File: config.mk
export PLATFORM = sky130hd
export DESIGN_NAME = instr_fetch_unit
export DESIGN_NICKNAME = d
export VERILOG_FILES = /design/src/rtl/instr_fetch_unit.sv
export SDC_FILE = /design/constraint.sdc
export NUM_CORES = 1
export LEC_CHECK = 0
export CORE_MARGIN = 1.5
export CORE_UTILIZATION = 45
export CTS_BUF_LIST = sky130_fd_sc_hd__clkbuf_4 sky130_fd_sc_hd__clkbuf_8
export DETAILED_ROUTE_END_ITERATION = 10
export PLACE_DENSITY = 0.95
export SETUP_SLACK_MARGIN = 0.4
export SKIP_LAST_GASP = 1
export SLEW_MARGIN = 0
export SYNTH_ARGS = -nofsm -noshare
export SYNTH_HDL_FRONTEND = slang
export SYNTH_SLANG_ARGS = --single-unit
File: constraint.sdc
create_clock -name clk -period 3.62 [get_ports clk]
set_clock_uncertainty 0.1 [all_clocks]
set_input_delay 0.543 -clock clk [delete_from_list [all_inputs] [get_ports clk]]
set_output_delay 0.543 -clock clk [all_outputs]
set_load 0.02 [all_outputs]
File: src/rtl/instr_fetch_unit.sv
// Fetch stage: owns the PC, reads the instruction memory and holds one decoded word behind a valid/ready handshake.
// Optional build macro SKIP_NOP_EN drops NOP words (opcode 4'hF) at fetch instead of passing them downstream.
module instr_fetch_unit #(
    parameter int                ADDR_W   = 8,
    parameter int                INSTR_W  = 16,
    parameter logic [ADDR_W-1:0] RESET_PC = '0,
    parameter logic [3:0]        HALT_OPC = 4'b1110
) (
    input  logic               clk,
    input  logic               rst_n,
    input  logic               i_start,
    output logic [ADDR_W-1:0]  o_imem_addr,
    input  logic [INSTR_W-1:0] i_imem_instr,
    input  logic               i_redirect_valid,
    input  logic [ADDR_W-1:0]  i_redirect_addr,
    output logic               o_out_valid,
    input  logic               i_out_ready,
    output logic [INSTR_W-1:0] o_out_instr,
    output logic [ADDR_W-1:0]  o_out_pc,
    output logic [3:0]         o_out_opcode,
    output logic [3:0]         o_out_rd,
    output logic [3:0]         o_out_rs,
    output logic [7:0]         o_out_imm,
    output logic               o_out_is_nop,
    output logic               o_busy
);

    typedef enum logic [1:0] {
        S_IDLE,
        S_RUN,
        S_HALTED
    } state_t;

    localparam logic [INSTR_W-1:0] NOP_WORD = INSTR_W'(16'hF000);

    state_t             r_state, w_state_next;
    logic [ADDR_W-1:0]  r_pc, w_pc_next;
    logic               r_out_valid, w_out_valid_next;
    logic [INSTR_W-1:0] r_out_instr, w_out_instr_next;
    logic [ADDR_W-1:0]  r_out_pc, w_out_pc_next;

    logic w_halt_stop;
    logic w_accept;
    logic w_load;
    logic w_skip;

    assign w_halt_stop = r_out_valid && (r_out_instr[15:12] == HALT_OPC);
    assign w_accept    = r_out_valid && i_out_ready;
    assign w_load      = (!r_out_valid || i_out_ready) && !w_halt_stop;

`ifdef SKIP_NOP_EN
    assign w_skip = (i_imem_instr[15:12] == 4'hF);
`else
    assign w_skip = 1'b0;
`endif

    always_ff @(posedge clk or negedge rst_n) begin
        if (!rst_n) begin
            r_state     <= S_IDLE;
            r_pc        <= RESET_PC;
            r_out_valid <= 1'b0;
            r_out_instr <= NOP_WORD;
            r_out_pc    <= '0;
        end else begin
            r_state     <= w_state_next;
            r_pc        <= w_pc_next;
            r_out_valid <= w_out_valid_next;
            r_out_instr <= w_out_instr_next;
            r_out_pc    <= w_out_pc_next;
        end
    end

    always_comb begin
        w_state_next     = r_state;
        w_pc_next        = r_pc;
        w_out_valid_next = r_out_valid;
        w_out_instr_next = r_out_instr;
        w_out_pc_next    = r_out_pc;
        case (r_state)
            S_IDLE, S_HALTED: begin
                if (i_start) begin
                    w_state_next     = S_RUN;
                    w_pc_next        = RESET_PC;
                    w_out_valid_next = 1'b0;
                end
            end
            S_RUN: begin
                if (i_redirect_valid) begin
                    w_pc_next        = i_redirect_addr;
                    w_out_valid_next = 1'b0;
                end else if (w_accept && w_halt_stop) begin
                    // Halt word consumed: stop with pc already pointing past it.
                    w_state_next     = S_HALTED;
                    w_out_valid_next = 1'b0;
                end else if (w_load) begin
                    w_pc_next = r_pc + ADDR_W'(1);
                    if (w_skip) begin
                        w_out_valid_next = 1'b0;
                    end else begin
                        w_out_valid_next = 1'b1;
                        w_out_instr_next = i_imem_instr;
                        w_out_pc_next    = r_pc;
                    end
                end
            end
            default: begin
                w_state_next     = S_IDLE;
                w_out_valid_next = 1'b0;
            end
        endcase
    end

    assign o_imem_addr  = r_pc;
    assign o_out_valid  = r_out_valid;
    assign o_out_instr  = r_out_instr;
    assign o_out_pc     = r_out_pc;
    assign o_out_opcode = r_out_instr[15:12];
    assign o_out_rd     = r_out_instr[11:8];
    assign o_out_rs     = r_out_instr[7:4];
    assign o_out_imm    = r_out_instr[7:0];
    assign o_busy       = (r_state == S_RUN);

`ifdef SKIP_NOP_EN
    assign o_out_is_nop = 1'b0;
`else
    assign o_out_is_nop = (r_out_instr[15:12] == 4'hF);
`endif

endmodule

==> flow_summary.ini, run 1 <==
[layout]
drive_above_1_share_pct = 18.8
register_area_um2 = 881
diodes = 0
final_cell_mix = clkdlybuf4s50_1, dfrtp_1, mux2_2
syn_to_final_growth_pct = 45.9
layout_commonest_cell = clkdlybuf4s50_1
multi_input_area_um2 = 697
nFillCells = 282
final_area_um2 = 2590
finalNetCount = 247

[critical_path]
cp_data_required_time_ps = 2980
slowest_stage = clkdlybuf4s50_1
critPathLaunchType = flop
cp.arrival_ps = 2150
path_max_fanout = 14
path_buf_inv = 2
path_class = reg2out
endpoint_kind = primary output
critPathTopFamily = buffers and inverters
cpPeakStageDelay_ps = 640
worstPathCellList = nand2b_1 -> clkinv_1 -> clkdlybuf4s50_1

[floorplan]
die_h_um = 65.8
die_w_um = 65.8
rows = 22
core_area_um2 = 3720
die_area_um2 = 4330
start_util_pct = 47.7
ios = 84

[placement]
post-place-ws_ps = 818
hpwl_mm = 2.96
place_congestion = 0.901
placed_cell_area_um2 = 2480
port_buffers = 83

[synthesis]
synthFlopType = dfrtp_1
synth_top_family_by_area = multiplexers
synth_top_cell_area_share_pct = 43.8
synth_area_um2 = 1770
ys_types = 44
ys_seq_elements = 35
synth_nets = 182
yosys.area_share.xor_xnor_pct = 0
async_reset_ff_share_pct = 100
synth_fa_ha_area_share_pct = 0.706
syn_avg_cell_area_um2 = 11.7
ys_top_cells_by_area = dfrtp_1, mux2_2, buf_4, dfstp_2, and3_1
yosys.area_share.simple_pct = 12.3
synth_cells = 152
synth.largest_area_cell = dfrtp_1
synth_seq_area_share_pct = 49.7
synth_mux_area_share_pct = 15.8
synth_edf_count = 0
synth-compound-area-share_pct = 10.5
yosysWarnings = 0

[power_and_ir_drop]
p_leak_nw = 1.07
power_w = 0.00249
ir_drop_uv = 424
p_per_area_nw_per_um2 = 963

[route]
drc = 0
wl_per_cell_um = 15.4
vias_per_cell = 5.45
drt_pass1_iterations = 4
vias = 1449
wirelength_mm = 4.10
final_antenna_net_count = 0
drtIter0Drc = 52

[sta]
fin_crit_ps = 2790
slew_headroom_pct = 51.0
tightest_slew_ps = 735
fin_ws_ps = 827
whs_ps = 218
max_freq_mhz = 358
slew_violations = 0
grt_setup_unrepaired = false
finalSetupViolations = 0
fin_crit_sh_pct = 77.2
tns_ps = 0
finalHoldViolations = 0

[outcome]
outcome = finished clean

[cts]
clk_latency_ps = 280
clk_pin_slew_ps = 70
postCtsResizedCells = 0
cts_max_level = 2
cts_setup_buffers = 0
numClockSinks = 35
numCtsBuffers = 5
cts.path.max_buffers = 2
cts_tree = yes
root_buffer = clkbuf_8
hold_buffers = 0

[grt]
grt_overflow = 0
grt_max_degree = 36
antenna_found_initial = 0
grtUsageTotal_pct = 20.7
grt_pass1_vias = 1378
grt_pass1_wl_mm = 6.62

[min_path]
holdCritPathClass = in2async

[job]
max-cap-violations = 0
[per-stage QoR]
| step | cells | utilization (%) |
|---|---|---|
| 6_report | 266 | 69.6 |
| 2_1_floorplan | 152 | - |
| 4_1_cts | 266 | 69.6 |
| 5_1_grt | 266 | 69.6 |
| 3_5_place_dp | 258 | 66.8 |
| 3_3_place_gp | 258 | 66.8 |
[worst paths after layout]
kind,from,end,slack [ps],cells past startpoint
max,r_state[0]$_DFFE_PN0P_,o_busy,830,3
min,rst_n,o_out_instr[4]$_DFFE_PN0P_,220,1
max reg2reg,r_state[0]$_DFFE_PN0P_,o_imem_addr[4]$_DFFE_PN0P_,1370,5
min reg2reg,o_out_pc[7]$_DFFE_PN0P_,o_out_pc[7]$_DFFE_PN0P_,400,1
max in group asynchronous,rst_n,o_imem_addr[2]$_DFFE_PN0P_,2730,1
min in group clk,o_out_pc[7]$_DFFE_PN0P_,o_out_pc[7]$_DFFE_PN0P_,400,1
[cells in the mapped netlist (all sizes together), types with 2 or more instances]
library cell  count
clkbuf            2
a211o             2
inv               2
nand3             3
nor2              9
o31ai             2
nand2b            4
dfrtp            31
nor4b             3
o211ai            3
dfstp             4
a31oi             2
and3              6
mux2             24
or2               2
o21ai             5
nand2             2
buf              24
[registers in the layout, summed over array words and instances (netlist names)]
| register | flops |
|---|---|
| o_imem_addr | 8 |
| o_out_instr | 16 |
| o_out_pc | 8 |
| o_out_valid | 1 |
| r_state | 2 |
[per-layer routing]
metal	track usage (%)	up-vias	routed length [µm]
met5	0	-	0
met4	8.59	0	74
met2	32.3	77	1970
li1	-	669	-
met3	6.81	7	346
met1	26.3	696	1710
[power breakdown]
group | switching (W) | leakage (nW) | internal [W]
combinational | 0.000674 | 0.605 | 0.000728
clock | 0.000130 | 0.0549 | 0.000181
sequential | 0.000187 | 0.409 | 0.000592
total | 0.000991 | 1.07 | 0.00150
[final cells by class]
class | count | area share (%)
multi-input cells | 88 | 26.9
clock buffers | 8 | 4.02
flip-flops and latches | 35 | 34.1
inverters | 3 | 0.435
repair buffers | 84 | 32.2
well taps | 48 | 2.32
[cells by family after synthesis]
family                     count (synthesis)
muxes                                     25
DFF                                       35
adders and majority gates                  1
AOI/OAI and AO/OA                         25
buffers and inverters                     29
and+or+nand+nor                           37
No activity file was read; power rests on OpenSTA's default activity.
==> inputs of run 2 (changes only) <==
CORE_UTILIZATION = 38   (was 45)
PLACE_DENSITY = 0.86   (was 0.95)
clock period = 2.4 ns   (was 3.62 ns; I/O delays follow)
==> run 2 against run 1 <==
Count of clock-buffer cells in the layout down 3; non-clock buffer count up 4; cell count up 3.0%; combinational power up 51%; design area up 0.92%; sequential share of layout area down 0.31 points; largest power group unchanged.
==> flow_summary.ini, run 2 (same netlist as run 1, synthesis figures left out) <==
[placement]
hpwl_mm = 2.97
place_congestion = 0.849
port_buffers = 83

[floorplan]
core_area_um2 = 4410
die_h_um = 71.3
die_area_um2 = 5080
die_w_um = 71.3
start_util_pct = 40.2
rows = 24
ios = 84

[critical_path]
r2r_slack_ps = 460
critPathLaunchType = flop
path_buf_inv = 0
r2r_cells = 4
cp.arrival_ps = 2020
rr_startpoint = o_out_instr[12]$_DFFE_PN1P_
cpPeakStageDelay_ps = 560
cp_data_required_time_ps = 2480
worstPathCellList = and4b_4 -> o2111a_2 -> or2_1 -> a211o_1
timing.rr.end = o_imem_addr[2]$_DFFE_PN0P_
critPathTopFamily = compound AO/OA/AOI/OAI gates
slowest_stage = dfstp_2
endpoint_kind = flop
path_class = reg2reg
path_max_fanout = 8
cp.depth = 4

[grt]
grt_max_degree = 36
grt_pass1_wl_mm = 6.62
antenna_found_initial = 0
grt_pass1_vias = 1373
grt_overflow = 0
grtUsageTotal_pct = 16.8

[sta]
fin_crit_sh_pct = 80.9
fin_crit_ps = 1940
slew_violations = 0
whs_ps = 50.1
slew_headroom_pct = 47.8
tightest_slew_ps = 783
finalSetupViolations = 0
finalHoldViolations = 0
grt_setup_unrepaired = false
max_freq_mhz = 515
tns_ps = 0

[layout]
finalNetCount = 251
syn_to_final_growth_pct = 47.2
largest_register_ffs = 16
drive_above_1_share_pct = 20.7
diodes = 0
final_cell_mix = clkdlybuf4s50_1, dfrtp_1, mux2_2
layout_commonest_cell = clkdlybuf4s50_1
nFillCells = 376

[cts]
clk_pin_slew_ps = 80
clk_latency_ps = 290
cts_max_level = 2
numClockSinks = 35
cts.path.max_buffers = 2
root_buffer = clkbuf_8
cts_tree = yes
numCtsBuffers = 5
hold_buffers = 0

[power_and_ir_drop]
p_per_area_nw_per_um2 = 1420
p_leak_nw = 1.09
ir_drop_uv = 608

[route]
top_layer_used = met4
vias_per_cell = 5.23
wl_per_cell_um = 14.8
wl_met3_um = 278
vias = 1433
drtIter0Drc = 50
drt_pass1_iterations = 4
wirelength_mm = 4.06
final_antenna_net_count = 0
wl_met2_mm = 2.09
wl_met1_mm = 1.63
drc = 0

[job]
max-cap-violations = 0

[min_path]
holdCritPathClass = in2async

[outcome]
outcome = finished clean
-- run 2: changes by cell type in the layout (fill, tap and decap cells not counted), sizes merged --
| cell | change |
|---|---|
| buf | +4 |
| clkbuf | -3 |
| clkdlybuf4s50 | -3 |
| clkinvlp | +3 |
| dlygate4sd2 | +2 |
| dlymetal6s2s | +1 |
-- run 2: report_power, final --
group | internal (W) | switching [W]
registers | 0.000892 | 0.000268
logic | 0.00111 | 0.00101
clock network | 0.000202 | 0.000224
-- run 2: worst max path at each step --
stage                            endpoint                         from
5_1_grt        o_imem_addr[2]$_DFFE_PN0P_  o_out_instr[12]$_DFFE_PN1P_
2_1_floorplan  o_imem_addr[2]$_DFFE_PN0P_  o_out_instr[12]$_DFFE_PN1P_
3_3_place_gp   o_imem_addr[2]$_DFFE_PN0P_                  i_out_ready
4_1_cts                   o_out_instr[14]  o_out_instr[14]$_DFFE_PN1P_
6_report       o_imem_addr[2]$_DFFE_PN0P_  o_out_instr[12]$_DFFE_PN1P_
3_5_place_dp   o_imem_addr[2]$_DFFE_PN0P_             i_redirect_valid
-- run 2: stage by stage --
stage,power (W),util (%),setup slack [ps],cell area (µm²),std cells
detailed placement,0.00331,57.0,318,2520,266
finish,0.00370,59.1,458,2610,274
CTS,0.00374,59.0,441,2600,274
floorplan,0.00245,-,454,1770,152
global placement,0.00326,57.0,348,2520,266
global route,0.00393,59.1,417,2610,274
-- run 2: final cells by class --
| class | count | area (µm²) | share of cell area (%) |
|---|---|---|---|
| well taps | 52 | 65.1 | 2.49 |
| inverters | 3 | 15.0 | 0.575 |
| flip-flops and latches | 35 | 881 | 33.7 |
| repair buffers | 88 | 863 | 33.1 |
| multi-input cells | 88 | 697 | 26.7 |
| clock inverters | 3 | 20.0 | 0.767 |
| clock buffers | 5 | 68.8 | 2.64 |
-- run 2: what timing repair did --
action / 4_1_cts / 5_1_grt
setup buffers: 0 / 0
resized for setup: 2 / 2
pin swaps: 0 / 0
endpoints found under the setup margin: 2 / 2
-- run 2: metal layers --
metal | track usage, % | up-vias
met5 | 0 | -
met4 | 6.29 | 0
met3 | 5.20 | 4
met2 | 28.7 | 54
met1 | 19.8 | 704
li1 | - | 671
